--- src/rtl/delay_controller.sv ---
// delay_controller: measures launch-to-capture delay of an external path over NUM_RUNS runs using a free-running datapath counter
module delay_controller #(
    parameter int NUM_RUNS    = 8,
    parameter int TIMEOUT_CYC = 1024
) (
    input  logic        clk,
    input  logic        rst,
    input  logic        start,
    input  logic [31:0] result,
    input  logic        pathResult,
    output logic        ld,
    output logic        pathInput,
    output logic        busy,
    output logic        done,
    output logic        timeout,
    output logic [31:0] last_delay,
    output logic [39:0] delay_sum,
    output logic [7:0]  run_count
);
    typedef enum logic [2:0] {IDLE, ARM, LAUNCH, WAIT, RECORD, DONE} state_t;
    state_t      r_state, w_state;
    logic        r_sync1, r_sync2, r_ref, r_ld, r_pi, r_busy, r_done, r_timeout;
    logic [1:0]  r_arm_cnt;
    logic [15:0] r_wait_cnt;
    logic [31:0] r_start_cnt, r_end_cnt, r_last, w_delta;
    logic [39:0] r_sum;
    logic [7:0]  r_run_count, w_runs;
    logic        w_hit, w_tmo;
    assign ld         = r_ld;
    assign pathInput  = r_pi;
    assign busy       = r_busy;
    assign done       = r_done;
    assign timeout    = r_timeout;
    assign last_delay = r_last;
    assign delay_sum  = r_sum;
    assign run_count  = r_run_count;
    always_comb begin
        w_state = r_state;
        w_hit   = r_sync2 != r_ref;
        w_tmo   = r_wait_cnt == 16'(TIMEOUT_CYC - 1);
        w_delta = r_end_cnt - r_start_cnt;
        w_runs  = r_run_count + 8'd1;
        case (r_state)
            IDLE:    w_state = start ? ARM : IDLE;
            ARM:     w_state = (r_arm_cnt == 2'd3) ? LAUNCH : ARM;
            LAUNCH:  w_state = WAIT;
            WAIT:    w_state = w_hit ? RECORD : (w_tmo ? DONE : WAIT);
            RECORD:  w_state = (w_runs == 8'(NUM_RUNS)) ? DONE : ARM;
            DONE:    w_state = IDLE;
            default: w_state = IDLE;
        endcase
    end
    always_ff @(posedge clk) begin
        if (rst) begin
            r_state     <= IDLE;
            r_sync1     <= 1'b0;
            r_sync2     <= 1'b0;
            r_ref       <= 1'b0;
            r_ld        <= 1'b0;
            r_pi        <= 1'b0;
            r_busy      <= 1'b0;
            r_done      <= 1'b0;
            r_timeout   <= 1'b0;
            r_arm_cnt   <= 2'd0;
            r_wait_cnt  <= 16'd0;
            r_start_cnt <= 32'd0;
            r_end_cnt   <= 32'd0;
            r_last      <= 32'd0;
            r_sum       <= 40'd0;
            r_run_count <= 8'd0;
        end else begin
            r_state    <= w_state;
            r_sync1    <= pathResult;
            r_sync2    <= r_sync1;
            r_ld       <= w_state inside {ARM, LAUNCH, WAIT, RECORD};
            r_busy     <= w_state != IDLE;
            r_done     <= w_state == DONE;
            r_arm_cnt  <= (r_state == ARM) ? r_arm_cnt + 2'd1 : 2'd0;
            r_wait_cnt <= (r_state == WAIT) ? r_wait_cnt + 16'd1 : 16'd0;
            if (r_state == IDLE && start) begin
                r_sum       <= 40'd0;
                r_run_count <= 8'd0;
                r_timeout   <= 1'b0;
            end
            if (r_state == ARM && r_arm_cnt == 2'd3)
                r_ref <= r_sync2;
            if (r_state == LAUNCH) begin
                r_pi        <= ~r_pi;
                r_start_cnt <= result;
            end
            if (r_state == WAIT && w_hit)
                r_end_cnt <= result;
            // detection has priority over a coincident timeout
            if (r_state == WAIT && !w_hit && w_tmo) begin
                r_timeout <= 1'b1;
                r_last    <= 32'hFFFF_FFFF;
            end
            if (r_state == RECORD) begin
                r_last      <= w_delta;
                r_sum       <= r_sum + {8'd0, w_delta};
                r_run_count <= w_runs;
            end
        end
    end
endmodule

--- config.mk ---
export PLATFORM = sky130hd
export DESIGN_NAME = delay_controller
export DESIGN_NICKNAME = d
export VERILOG_FILES = /design/src/rtl/delay_controller.sv
export SDC_FILE = /design/constraint.sdc
export NUM_CORES = 1
export LEC_CHECK = 0
export CORE_UTILIZATION = 25
export DETAILED_ROUTE_END_ITERATION = 12
export PLACE_DENSITY = 0.49
export SYNTH_ARGS = -nofsm -noshare
export SYNTH_HDL_FRONTEND = slang
export SYNTH_SLANG_ARGS = --single-unit
--- constraint.sdc ---
create_clock -name clk -period 6.13 [get_ports clk]
set_clock_uncertainty 0.2 [all_clocks]
set_input_delay 0.9195 -clock clk [delete_from_list [all_inputs] [get_ports clk]]
set_output_delay 0.9195 -clock clk [all_outputs]
set_load 0.02 [all_outputs]
==> impl_metrics.tcl, run 1 <==
set metrics [dict create \
    status "finished, final reports clean" \
    wl_per_cell_um 16.4 \
    crit_path_start_kind "flip-flop" \
    synth_cells 1212 \
    syn-num-nets 1318 \
    place_congestion 0.850 \
    yosys-top-cells-count "188 x nand2_1, 173 x dfxtp_1, 137 x a21oi_1" \
    grt_pass1_vias 8532 \
    initial_core_util_pct 25.3 \
    drv_cap 0 \
    dieArea_sq_um 41000 \
    clk_latency_ns 0.46 \
    slowest_delay_ns 0.43 \
    synthArstFlopShare_pct 0 \
    cts_hold_buf 0 \
    yosys.area_share.simple_pct 19.0 \
    synth_top_area_cell "dfxtp_1" \
    final-setup-viol-count 0 \
    hpwl_um 22400 \
    postRouteAntennaNets 0 \
    cp.required_ns 6.27 \
    cts-resized-gates 0 \
    grt_max_degree 88 \
    slew_headroom_pct 20.0 \
    rsz0062_at_grt "no" \
    clk_path_buf_depth 2 \
    grtUsageTotal_pct 14.7 \
    crit_slowest_cell "ha_1" \
    ys_seq_area_share_pct 34.5 \
    synth_top_area_share_pct 34.5 \
    dr.pass1.iters 5 \
    synth_top_family_by_area "compound AO/OA/AOI/OAI gates" \
    die_h_um 202 \
    drv_slew 0 \
    path_class "flip-flop to flip-flop" \
    holdCritPathClass "flip-flop to flip-flop" \
    postRouteWirelength_um 30200 \
    hold_viol 0 \
    p_leak_nw 4.71 \
    path_clk_slew_ns 0.08 \
    synth_seq_cells 173 \
    fin_tns_setup_ns 0 \
    synth_compound_area_share_pct 25.5 \
    drive_above_1_share_pct 8.15 \
    area_growth_pct 22.3 \
    synth.avg_cell_area_sq_um 8.29 \
    nets 1406 \
    cts_buffers 17 \
    synth_area_leaders "dfxtp_1 34%, ha_1 8.5%, nand2_1 7.0%" \
    io_pins 121 \
    final.min_clock_period_ns 5.21 \
    route.detailed.drc 0 \
    ys_types 85 \
    yosysWarnings 0 \
    htreeDepth 4 \
    fillCellCount 4201 \
    vias 8790 \
    die_x_um 202 \
    antenna_found_initial 8 \
    vias_per_cell 4.78 \
    cts-root-buf "clkbuf_16" \
    io_buffers 120 \
    drt_iter0_markers 444 \
    syn_area_sq_um 10000 \
    fmax_mhz 192 \
    multi_input_area_sq_um 6080 \
    yosys_most_used_dff "dfxtp_1" \
    powerDensity_nw_per_um2 191 \
    synthMuxAreaShare_pct 0.885 \
    grt_pass1_wl_um 47400 \
    core-area_sq_um 39600 \
    numClockSinks 173 \
    endpoint_kind "flip-flop" \
    grt_overflow 0 \
    synth_most_common_cell "nand2_1" \
    yosys.area_share.adder_pct 8.87 \
    synth_edf_count 0 \
    worstPathArrival_ns 5.35 \
    synth_xor_area_share_pct 6.19 \
    post-route-period-util_pct 85.0 \
    path_cells "inv_1, ha_1, inv_1, fa_1, a211oi_1, o21ai_2, o21ai_1, a311o_1, a211oi_1, or3_1, a21oi_1, xnor2_1, ha_1, nand4_1, nor3_1, o311ai_4, a21oi_2, o41a_4, nand4_1, mux2_2" \
    post_cts_buffers 0 \
    cp_max_fo 7 \
    cts_tree "built" \
    register_area_sq_um 3460 \
    tightest_slew_ns 1.18 \
    rows 73 \
    peakVddDrop_uv 159 \
    whs_ns 0.244 \
]
==> routing by layer <==
metal  global-route usage (%)  share of wire (%)
met3                     4.16                5.4
met4                     4.59                1.8
met1                     19.4                 48
met5                        0               0.27
met2                     23.2                 45
==> worst max-delay path: cells and delay by family (launching register included) <==
kind | cells | cell delay, ns
AO/OA/AOI/OAI | 9 | 2.07
adder cells (fa/ha/maj) | 3 | 1.00
buffers and inverters | 2 | 0.11
multiplexers | 1 | 0.28
XOR/XNOR | 1 | 0.10
flip-flops | 1 | 0.32
AND/OR/NAND/NOR | 4 | 1.03
==> state kept, by name, indices dropped and copies added (netlist names) <==
name         count
delay_sum       40
last_delay      32
run_count        8
timeout          1
r_sync1          1
done             1
r_end_cnt       32
busy             1
r_state          3
r_wait_cnt      16
pathInput        1
ld               1
r_ref            1
r_arm_cnt        2
r_start_cnt     32
r_sync2          1
==> kinds of logic (layout without fill, tap and decap cells) <==
kind of cell / Yosys count / count (layout)
adders and majority gates: 70 / 70
and+or+nand+nor: 414 / 414
muxes: 8 / 8
other: 0 / 1
xor gates and xnor gates: 71 / 71
DFF: 173 / 173
buffers and inverters: 114 / 215
AOI/OAI and AO/OA: 362 / 362
==> through the flow <==
stage | power, mW | cells | instance area (sq um) | worst slack, ns | utilization (%)
after global routing | 2.43 | 1838 | 12300 | 0.538 | 31.0
after floorplan | 1.20 | 1212 | 10000 | 1.58 | -
final | 2.35 | 1839 | 12300 | 0.920 | 31.0
after global placement | 1.24 | 1806 | 11700 | 1.02 | 29.4
after CTS | 2.38 | 1838 | 12300 | 0.901 | 31.0
after detailed placement | 1.24 | 1806 | 11700 | 0.913 | 29.4
==> cells in the final DEF, fill, tap and decap left out, drive strengths merged, types with 15 or more instances in the layout <==
cell type,n
nor2b,16
nand2,188
and3,24
nor2,91
nand3,24
xnor2,43
nand4,15
xor2,28
dfxtp,173
a21oi,141
o221a,26
clkbuf,17
inv,64
a22oi,16
clkdlybuf4s50,119
ha,68
o21ai,47
a21o,28
==> report_power, final <==
group | internal [mW] | switching, mW
sequential | 1.13 | 0.00201
combinational | 0.0349 | 0.0532
clock | 0.557 | 0.577
==> final timing paths <==
kind | from | end | slack [ns] | cells after the start
worst max register to register | r_end_cnt[0] | delay_sum[36] | 0.92 | 20
worst max-delay path | r_end_cnt[0] | delay_sum[36] | 0.92 | 20
worst min register to register | r_arm_cnt[0] | r_arm_cnt[0] | 0.24 | 1
worst min-delay path | r_arm_cnt[0] | r_arm_cnt[0] | 0.24 | 1
==> area by class of cell <==
cell class / count / share of cell area, %
Sequential cell: 173 / 28.2
Clock inverter: 15 / 1.52
Inverter: 55 / 1.68
Timing Repair Buffer: 128 / 10.3
Tap cell: 525 / 5.35
Clock buffer: 17 / 3.47
Multi-Input combinational cell: 925 / 49.5
Antenna cell: 1 / 0.0204
(Power assumes the default switching activity.)
==> run 2, diff against run 1 <==
--- a/config.mk
+++ b/config.mk
@@ -7,7 +7,7 @@
 export LEC_CHECK = 0
 export CORE_UTILIZATION = 25
 export DETAILED_ROUTE_END_ITERATION = 12
-export PLACE_DENSITY = 0.49
+export PLACE_DENSITY = 0.51
 export SYNTH_ARGS = -nofsm -noshare
 export SYNTH_HDL_FRONTEND = slang
 export SYNTH_SLANG_ARGS = --single-unit
==> constraint.sdc (replaced) <==
create_clock -name clk -period 4.53 [get_ports clk]
set_clock_uncertainty 0.2 [all_clocks]
set_input_delay 0.6795 -clock clk [delete_from_list [all_inputs] [get_ports clk]]
set_output_delay 0.6795 -clock clk [all_outputs]
set_load 0.02 [all_outputs]
==> impl_metrics.tcl, run 2 (synthesis results as in run 1) <==
set metrics [dict create \
    status "finished, violations left" \
    violations "setup timing" \
    whs_ns 0.248 \
    final_core_util_pct 35.1 \
    antenna_found_initial 6 \
    grt_pass1_wl_um 49700 \
    fillCellCount 4104 \
    cts_buffers 17 \
    slew_headroom_pct 27.6 \
    route.detailed.drc 0 \
    layout_commonest_cell "nand2_1" \
    initial_core_util_pct 25.3 \
    numClockSinks 173 \
    dp.cells 1929 \
    clk_path_buf_depth 2 \
    dieArea_sq_um 41000 \
    io_pins 121 \
    grt_overflow 0 \
    p_leak_nw 5.59 \
    tightest_slew_ns 1.08 \
    powerDensity_nw_per_um2 229 \
    placed_cell_area_sq_um 12600 \
    holdCritPathClass "flip-flop to flip-flop" \
    place_congestion 0.860 \
    instances_no_fill 1998 \
    vias 9465 \
    hpwl_um 23300 \
    final_area_sq_um 13900 \
    crit_path_start_kind "flip-flop" \
    register_area_sq_um 3470 \
    grt_max_degree 71 \
    htreeDepth 4 \
    drive_above_1_share_pct 22.6 \
    postRouteWirelength_um 31800 \
    grt_pass1_vias 9151 \
    cts_tree "built" \
    area_growth_pct 38.5 \
    wl_per_cell_um 15.9 \
    clk_latency_ns 0.45 \
    path_class "flip-flop to flip-flop" \
    final-setup-viol-count 5 \
    vias_per_cell 4.74 \
    pre_cts_ws_ns -0.360 \
    postRouteAntennaNets 0 \
    multi_input_area_sq_um 6520 \
    io_buffers 120 \
    drv_cap 0 \
    peakVddDrop_uv 183 \
    final.min_clock_period_ns 4.59 \
    endpoint_kind "flip-flop" \
    core-area_sq_um 39600 \
    fmax_mhz 218 \
    drt_iter0_markers 629 \
    grtUsageTotal_pct 15.4 \
    cp.required_ns 4.67 \
    post-route-period-util_pct 101 \
    cts-root-buf "clkbuf_16" \
    rsz0062_at_grt "yes" \
    die_x_um 202 \
    layout_common_cells "185 x nand2_1, 171 x dfxtp_1, 164 x buf_4" \
    hold_viol 0 \
    cp_max_fo 6 \
    worstPathArrival_ns 4.73 \
    rows 73 \
    worst_slack_ns -0.0570 \
    nets 1565 \
    largest_reg_flops 40 \
    drv_slew 0 \
    dr.pass1.iters 5 \
    die_h_um 202 \
    cts_hold_buf 0 \
    path_clk_slew_ns 0.08 \
]
## run 2: cell types whose count changed in the layout (fill, tap and decap cells not counted), moves of 5 or more
cell / delta
ha_1: -8
a21oi_2: +13
a21oi_1: -14
o21ai_0: -7
buf_4: +155
xnor2_1: -5
xor2_2: +5
xnor2_2: +5
ha_4: +7
xor2_1: -5
## run 2: what timing repair did
action                                  CTS  global route
pin swaps                                35            43
endpoints found under the setup margin   16            21
buffers inserted                         36            10
gates resized for setup                  39            58
## run 2: per-stage QoR
step	setup TNS, ns	power, mW
3_3_place_gp	-2.46	1.69
2_1_floorplan	0	1.62
6_report	-0.161	3.19
3_5_place_dp	-3.37	1.69
4_1_cts	-1.47	3.23
5_1_grt	-1.89	3.29
## run 2: cell type report
class                      instances  area share, %
clock buffer                      17           3.06
multi-input combinational        925           46.9
antenna                            1         0.0180
timing repair buffer             287           17.7
tap                              525           4.72
inverter                          55           1.50
clock inverter                    15           1.21
sequential                       173           24.9
## run 2: layer usage
| metal | up-vias | GRT usage, % | wire length [um] |
|---|---|---|---|
| met5 | - | 0 | 77 |
| met4 | 12 | 4.32 | 402 |
| met3 | 32 | 3.53 | 1330 |
| met2 | 152 | 24.3 | 14400 |
| met1 | 4441 | 20.8 | 15500 |
| li1 | 4828 | - | - |
## run 2: power breakdown
part | total [mW] | internal, mW | switching, mW
Sequential | 1.53 | 1.52 | 0.00322
Combinational | 0.138 | 0.0612 | 0.0773
Clock | 1.53 | 0.748 | 0.780
Total | 3.19 | 2.33 | 0.860
## run 2: worst max-delay path: stages (launching register included)
cell and delay [ns]:
dfxtp_2 0.33, inv_2 0.06, ha_4 0.14, inv_4 0.03, fa_2 0.38, a211oi_2 0.23, o21ai_2 0.10, o21ai_2 0.16
a311o_2 0.28, a211oi_2 0.10, or3_4 0.40, a21oi_4 0.17, xnor2_2 0.15, ha_4 0.25, a21o_1 0.20, a21oi_2 0.15
o211a_1 0.17, a21oi_2 0.07, o41a_4 0.42, nand4_1 0.15, mux2_4 0.30
## run 2: final timing paths
kind,from,cells past startpoint,slack [ns],end
setup / recovery,r_end_cnt[0],20,-0.06,delay_sum[36]
hold reg to reg,r_sync1,1,0.25,r_sync2
hold / removal,r_sync1,1,0.25,r_sync2
setup reg to reg,r_end_cnt[0],20,-0.06,delay_sum[36]
==> run 3, diff against run 2 <==
--- a/config.mk
+++ b/config.mk
@@ -8,6 +8,7 @@
 export CORE_UTILIZATION = 25
 export DETAILED_ROUTE_END_ITERATION = 12
 export PLACE_DENSITY = 0.51
+export SLEW_MARGIN = 10
 export SYNTH_ARGS = -nofsm -noshare
 export SYNTH_HDL_FRONTEND = slang
 export SYNTH_SLANG_ARGS = --single-unit
==> results of run 3 <==
No change in the layout: final DEF, timing and power equal those of run 2.
